`src/rtl/int_ctrl_pkg.sv`:
```
// Shared definitions for the interrupt controller: register addresses,
// FSM state encoding, default source count and the priority helper.
package int_ctrl_pkg;

   localparam int N_SRC_DEF = 5;

   localparam logic [1:0] INTC_PENDING = 2'd0;
   localparam logic [1:0] INTC_MASK    = 2'd1;
   localparam logic [1:0] INTC_MODE    = 2'd2;
   localparam logic [1:0] INTC_EOI     = 2'd3;

   // Encoding is software-visible through STATUS[7:6].
   typedef enum logic [1:0] {
      ST_IDLE = 2'd0,
      ST_REQ  = 2'd1,
      ST_SVC  = 2'd2
   } intc_state_t;

   // Index of the highest set bit (highest index wins); 0 when v is 0.
   function automatic logic [2:0] hi_idx(input logic [7:0] v);
      hi_idx = '0;
      for (int i = 0; i < 8; i++)
         if (v[i]) hi_idx = 3'(i);
   endfunction

endpackage

```
`src/rtl/int_sync.sv`:
```
// Single-lane input synchroniser: SYNC_STAGES flop chain followed by one
// history flop, giving the synchronised level and a one-cycle rise pulse.
//   clk, rst    : clock, async active-low reset
//   async_in    : raw line, asynchronous to clk
//   sync        : synchronised level
//   rise        : sync & ~previous sync
module int_sync #(
   parameter int SYNC_STAGES = 2
) (
   input  logic clk,
   input  logic rst,
   input  logic async_in,
   output logic sync,
   output logic rise
);

   logic [SYNC_STAGES-1:0] ff;
   logic                   hist;

   always_ff @(posedge clk or negedge rst) begin
      if (!rst) begin
         ff   <= '0;
         hist <= 1'b0;
      end else begin
         ff   <= {ff[SYNC_STAGES-2:0], async_in};
         hist <= ff[SYNC_STAGES-1];
      end
   end

   assign sync = ff[SYNC_STAGES-1];
   assign rise = sync & ~hist;

endmodule

```
`src/rtl/int_ctrl.sv`:
```
// Interrupt controller in front of the core's INT input. Synchronises the
// external lines, latches them as pending (edge or level per source), masks
// them and presents one prioritised, registered one-hot request.
//   clk, rst       : clock, async active-low reset
//   src_in         : raw interrupt lines
//   we/addr/wd/rd  : register window (PENDING, MASK, MODE, EOI/STATUS)
//   int_ack        : core accepts the current request
//   int_out/int_id : registered one-hot request and its index
module int_ctrl
   import int_ctrl_pkg::*;
#(
   parameter int N_SRC       = N_SRC_DEF,
   parameter int SYNC_STAGES = 2
) (
   input  logic             clk,
   input  logic             rst,
   input  logic [N_SRC-1:0] src_in,
   input  logic             we,
   input  logic [1:0]       addr,
   input  logic [31:0]      wd,
   output logic [31:0]      rd,
   input  logic             int_ack,
   output logic [N_SRC-1:0] int_out,
   output logic [2:0]       int_id
);

   generate
      if (N_SRC > 8 || N_SRC < 1) begin : g_nsrc_chk
         $error("int_ctrl: N_SRC must be 1..8 to fit the 3-bit int_id");
      end
      if (SYNC_STAGES < 2) begin : g_sync_chk
         $error("int_ctrl: SYNC_STAGES must be at least 2");
      end
   endgenerate

   logic [N_SRC-1:0] sync, rise;
   logic [N_SRC-1:0] pending, mask, mode;
   logic [N_SRC-1:0] elig, w1c, ack_clr, pend_nxt;
   logic [N_SRC-1:0] int_out_nxt, id_bit;
   logic [2:0]       win, int_id_nxt;
   logic             wr_pend, wr_mask, wr_mode, wr_eoi, ack_take, id_elig;
   intc_state_t      state, state_nxt;

   // Upper write-data bits are architecturally ignored.
   logic unused_wd;
   assign unused_wd = ^wd[31:N_SRC];

   for (genvar i = 0; i < N_SRC; i++) begin : g_sync
      int_sync #(.SYNC_STAGES(SYNC_STAGES)) u_sync (
         .clk      (clk),
         .rst      (rst),
         .async_in (src_in[i]),
         .sync     (sync[i]),
         .rise     (rise[i])
      );
   end

   assign wr_pend  = we && (addr == INTC_PENDING);
   assign wr_mask  = we && (addr == INTC_MASK);
   assign wr_mode  = we && (addr == INTC_MODE);
   assign wr_eoi   = we && (addr == INTC_EOI);

   assign elig     = pending & mask;
   assign win      = hi_idx(8'(elig));
   assign id_bit   = N_SRC'(1) << int_id;
   assign id_elig  = |(elig & id_bit);
   assign ack_take = (state == ST_REQ) && int_ack;
   assign ack_clr  = ack_take ? id_bit : '0;
   assign w1c      = wr_pend ? wd[N_SRC-1:0] : '0;

   // Level sources mirror the synchronised line; edge sources hold until
   // cleared, and a rise in the same cycle as a clear keeps the bit set.
   assign pend_nxt = (mode & sync) | (~mode & ((pending & ~(w1c | ack_clr)) | rise));

   always_ff @(posedge clk or negedge rst) begin
      if (!rst) begin
         pending <= '0;
         mask    <= '0;
         mode    <= '0;
      end else begin
         pending <= pend_nxt;
         if (wr_mask) mask <= wd[N_SRC-1:0];
         if (wr_mode) mode <= wd[N_SRC-1:0];
      end
   end

   always_ff @(posedge clk or negedge rst) begin
      if (!rst) begin
         state   <= ST_IDLE;
         int_out <= '0;
         int_id  <= '0;
      end else begin
         state   <= state_nxt;
         int_out <= int_out_nxt;
         int_id  <= int_id_nxt;
      end
   end

   always_comb begin
      state_nxt   = state;
      int_out_nxt = int_out;
      int_id_nxt  = int_id;
      case (state)
         ST_IDLE: begin
            if (|elig) begin
               state_nxt   = ST_REQ;
               int_out_nxt = N_SRC'(1) << win;
               int_id_nxt  = win;
            end
         end
         ST_REQ: begin
            if (int_ack) begin
               state_nxt = ST_SVC;
            end else if (!id_elig) begin
               state_nxt   = ST_IDLE;
               int_out_nxt = '0;
            end else if (win != int_id) begin
               // int_id is still eligible, so any other winner outranks it.
               int_out_nxt = N_SRC'(1) << win;
               int_id_nxt  = win;
            end
         end
         ST_SVC: begin
            int_out_nxt = '0;
            if (wr_eoi) begin
               state_nxt  = ST_IDLE;
               int_id_nxt = '0;
            end
         end
         default: begin
            state_nxt   = ST_IDLE;
            int_out_nxt = '0;
            int_id_nxt  = '0;
         end
      endcase
   end

   always_comb begin
      rd = '0;
      case (addr)
         INTC_PENDING: rd[N_SRC-1:0] = pending;
         INTC_MASK:    rd[N_SRC-1:0] = mask;
         INTC_MODE:    rd[N_SRC-1:0] = mode;
         default: begin
            rd[7:6] = state;
            rd[2:0] = int_id;
         end
      endcase
   end

endmodule

```
`config.mk`:
```
export PLATFORM = sky130hd
export DESIGN_NAME = int_ctrl
export DESIGN_NICKNAME = d
export VERILOG_FILES = /design/src/rtl/int_ctrl_pkg.sv /design/src/rtl/int_sync.sv /design/src/rtl/int_ctrl.sv
export SDC_FILE = /design/constraint.sdc
export NUM_CORES = 1
export LEC_CHECK = 0
export CAP_MARGIN = 20
export CORE_MARGIN = 2
export CORE_UTILIZATION = 39
export CTS_CLUSTER_DIAMETER = 30
export DETAILED_ROUTE_END_ITERATION = 8
export GPL_TIMING_DRIVEN = 1
export PLACE_DENSITY = 0.81
export SLEW_MARGIN = 20
export SYNTH_ARGS = -nofsm -noshare
export SYNTH_HDL_FRONTEND = slang
export SYNTH_SLANG_ARGS = --single-unit
export TNS_END_PERCENT = 1
```
`constraint.sdc`:
```
create_clock -name clk -period 1.7 [get_ports clk]
set_input_delay 0.255 -clock clk [delete_from_list [all_inputs] [get_ports clk]]
set_output_delay 0.255 -clock clk [all_outputs]
set_load 0.005 [all_outputs]
```
==> impl_metrics.env <==
export IMPL_status="complete, but fails checks"
export IMPL_violations="negative setup slack"
export IMPL_start_kind="register"
export IMPL_hp_class="reg -> reg"
export IMPL_cts_sinks=40
export IMPL_min_period_ps=1900
export IMPL_port_buffers=30
export IMPL_start_util_pct=40.1
export IMPL_dp_final_hpwl_mm=3.31
export IMPL_slew_viol_final=0
export IMPL_cp_end_kind="register"
export IMPL_post_route_drc_count=0
export IMPL_yosys_warnings=0
export IMPL_async_flop_share_pct=100
export IMPL_skew_ps=15.9
export IMPL_ir_drop_mv=0.500
export IMPL_vias=1543
export IMPL_crit_arrival_ps=2070
export IMPL_ant_nets=0
export IMPL_syn_to_final_growth_pct=35.4
export IMPL_gp_congestion=0.813
export IMPL_clk_pin_slew_worst_paths_ps=80
export IMPL_crit_buf_inv=1
export IMPL_cp_startpoint="mask[3]"
export IMPL_placed_area_sq_mm=0.00259
export IMPL_nets=293
export IMPL_netlist_area_sq_mm=0.00204
export IMPL_die_w_microns=76.3
export IMPL_grt_ovfl_total=0
export IMPL_rr_worst_depth=7
export IMPL_drive_gt1_share_pct=36.8
export IMPL_grt_max_degree=41
export IMPL_antenna_found_initial=0
export IMPL_synth_edf_count=0
export IMPL_r2r_end="int_out[3]"
export IMPL_dr_pass1_iters=4
export IMPL_fin_ws_ps=-197
export IMPL_fin_crit_sh_pct=112
export IMPL_cts_buffers=5
export IMPL_rsz0062_at_grt="yes"
export IMPL_finalSetupTns_ps=-1180
export IMPL_cts_path_max_buffers=2
export IMPL_synth_cells=174
export IMPL_core_sq_mm=0.00507
export IMPL_grt_pass1_vias=1628
export IMPL_cp_endpoint="int_out[3]"
export IMPL_avgRoutedWirePerCell_microns=14.5
export IMPL_die_area_sq_mm=0.00582
export IMPL_cts_htree_levels=2
export IMPL_cpMaxStageDelayCell="dfrtp_1"
export IMPL_path_depth=7
export IMPL_die_y_microns=76.3
export IMPL_clkLatencyLatePin_ps=290
export IMPL_cts_tree="done"
export IMPL_cp_required_ps=1870
export IMPL_dp_slack_ps=-512
export IMPL_grt_total_usage_pct=17.2
export IMPL_worstSetupPathType="reg -> reg"
export IMPL_crit_family="compound AO/OA/AOI/OAI gates"
export IMPL_cpPeakStageDelay_ps=430
export IMPL_setup_viol=9
export IMPL_fillers=473
export IMPL_worstPathCellList="a22oi_2 > xor2_1 > nand3b_1 > buf_4 > o211ai_4 > a211oi_4 > a32o_2"
export IMPL_std_cell_rows=26
export IMPL_synth_ff_latch_count=40
export IMPL_root_buffer="clkbuf_8"
export IMPL_fmax_mhz=527
export IMPL_diodes=0
export IMPL_r2r_start="mask[3]"
export IMPL_avgSynthCellArea_sq_um=11.7
export IMPL_yosysSeqAreaShare_pct=49.1
export IMPL_p_leak_uw=0.00131
export IMPL_reg2reg_slack_ps=-200
export IMPL_synth_cell_types=45
export IMPL_drt_first_iter_violations=78
export IMPL_synth_flop_cell="dfrtp_1"
export IMPL_avgViaCountPerCell=4.82
export IMPL_routed_wl_mm=4.64
export IMPL_cp_max_fo=4
export IMPL_final_area_sq_mm=0.00276
export IMPL_grt_pass1_wl_mm=7.73
export IMPL_io_pins=83
export IMPL_pwr_density_cell_mw_per_mm2=1330
export IMPL_hold_viol=0
export IMPL_drv_cap=0
export IMPL_p_total_uw=3660
## cells in the final DEF, fill, tap and decap left out, drive strengths merged, types with 2 or more instances in the layout
master / n
buf: 44
clkdlybuf4s15: 2
nand4b: 2
a211oi: 2
mux2: 11
a21oi: 2
nand3b: 6
nand3: 3
conb: 25
nand2: 18
dfrtp: 40
and3: 2
nand2b: 2
nor2: 5
mux2i: 3
clkdlybuf4s50: 20
inv: 7
o21ai: 14
dlygate4sd2: 3
a32o: 4
clkbuf: 11
mux4: 4
nor4b: 3
## worst min-delay path by stage
stage / from / endpoint / slack (ps) / cells after the start
floorplan: rst / g_sync[0].u_sync.ff[0] / -40 / 0
global placement: rst / g_sync[2].u_sync.ff[0] / 240 / 2
detailed placement: rst / int_out[2] / 240 / 2
CTS: g_sync[0].u_sync.ff[0] / g_sync[0].u_sync.ff[1] / 350 / 0
global route: g_sync[4].u_sync.ff[0] / g_sync[4].u_sync.ff[1] / 360 / 0
finish: g_sync[2].u_sync.ff[0] / g_sync[2].u_sync.ff[1] / 350 / 0
## layout make-up
type                       count  area (sq um)  share of cell area (%)
inverter                       7          26.3                   0.952
sequential                    40          1000                    36.4
clock buffer                   7          96.3                    3.49
multi-input combinational    122           907                    32.9
timing repair buffer          74           637                    23.1
tap                           70          87.6                    3.17
## metrics by stage
step	hold slack [ps]	cells	utilization, %
5_1_grt	364	320	54.4
6_report	350	320	54.4
3_5_place_dp	241	307	51.0
4_1_cts	352	317	53.8
3_3_place_gp	237	307	51.0
2_1_floorplan	-40.6	198	-
## flip-flops by register name (all words and copies together), names as in the netlist
register	flops
int_out	5
pending	5
mask	5
mode	5
g_sync.u_sync.ff	10
state	2
int_id	3
g_sync.u_sync.hist	5
## where the power goes
part | total (uW) | leakage, uW | internal, uW | switching, uW
logic | 1690 | 0.000784 | 965 | 723
clock network | 672 | 0.0000503 | 361 | 311
registers | 1310 | 0.000477 | 1140 | 169
## Yosys cell counts, types with 2 or more instances
library cell | instances | area, sq um
nand2b_1 | 2 | 12.5
mux2_2 | 10 | 113
dfrtp_1 | 40 | 1000
o21ai_1 | 3 | 15.0
nand4b_1 | 2 | 17.5
mux4_2 | 4 | 90.1
inv_1 | 7 | 26.3
nand2_1 | 17 | 63.8
and3_1 | 2 | 12.5
nand3_1 | 3 | 15.0
a32o_2 | 4 | 45.0
nor2_1 | 4 | 15.0
nor4b_1 | 2 | 17.5
o21ai_0 | 11 | 55.1
nand3b_1 | 6 | 45.0
mux2i_1 | 3 | 30.0
clkbuf_1 | 2 | 7.51
buf_4 | 25 | 188
## per-layer routing
layer / up-vias / share of wire [%] / track usage (%)
li1: 710 / - / -
met1: 769 / 40 / 19.8
met2: 54 / 52 / 29.0
met3: 10 / 5.1 / 4.86
met4: 0 / 2.8 / 9.09
met5: - / 0 / 0
## worst reg2reg max path, delay by kind of cell, from the launching register on
| family | cells | cell delay (ps) |
|---|---|---|
| AO/OA/AOI/OAI | 4 | 850 |
| flip-flops | 1 | 430 |
| AND/OR/NAND/NOR | 1 | 150 |
| XOR/XNOR | 1 | 170 |
| buffers and inverters | 1 | 180 |
## kinds of logic after synthesis
logic type | Yosys count | synth area share [%]
simple gates | 48 | 14.3
buf+inv | 36 | 12.1
compound gates | 29 | 11.5
other cells | 1 | 0.184
flops | 40 | 49.1
mux | 18 | 12.0
xor+xnor | 2 | 0.860
## what timing repair did
item                                    CTS  global route
buffers inserted                          2             3
resized for setup                        22            14
pin swaps                                 9             3
endpoints found under the hold margin    40             0
endpoints found under the setup margin   17            17
hold buffers                              1             0
(Power assumes the default switching activity.)
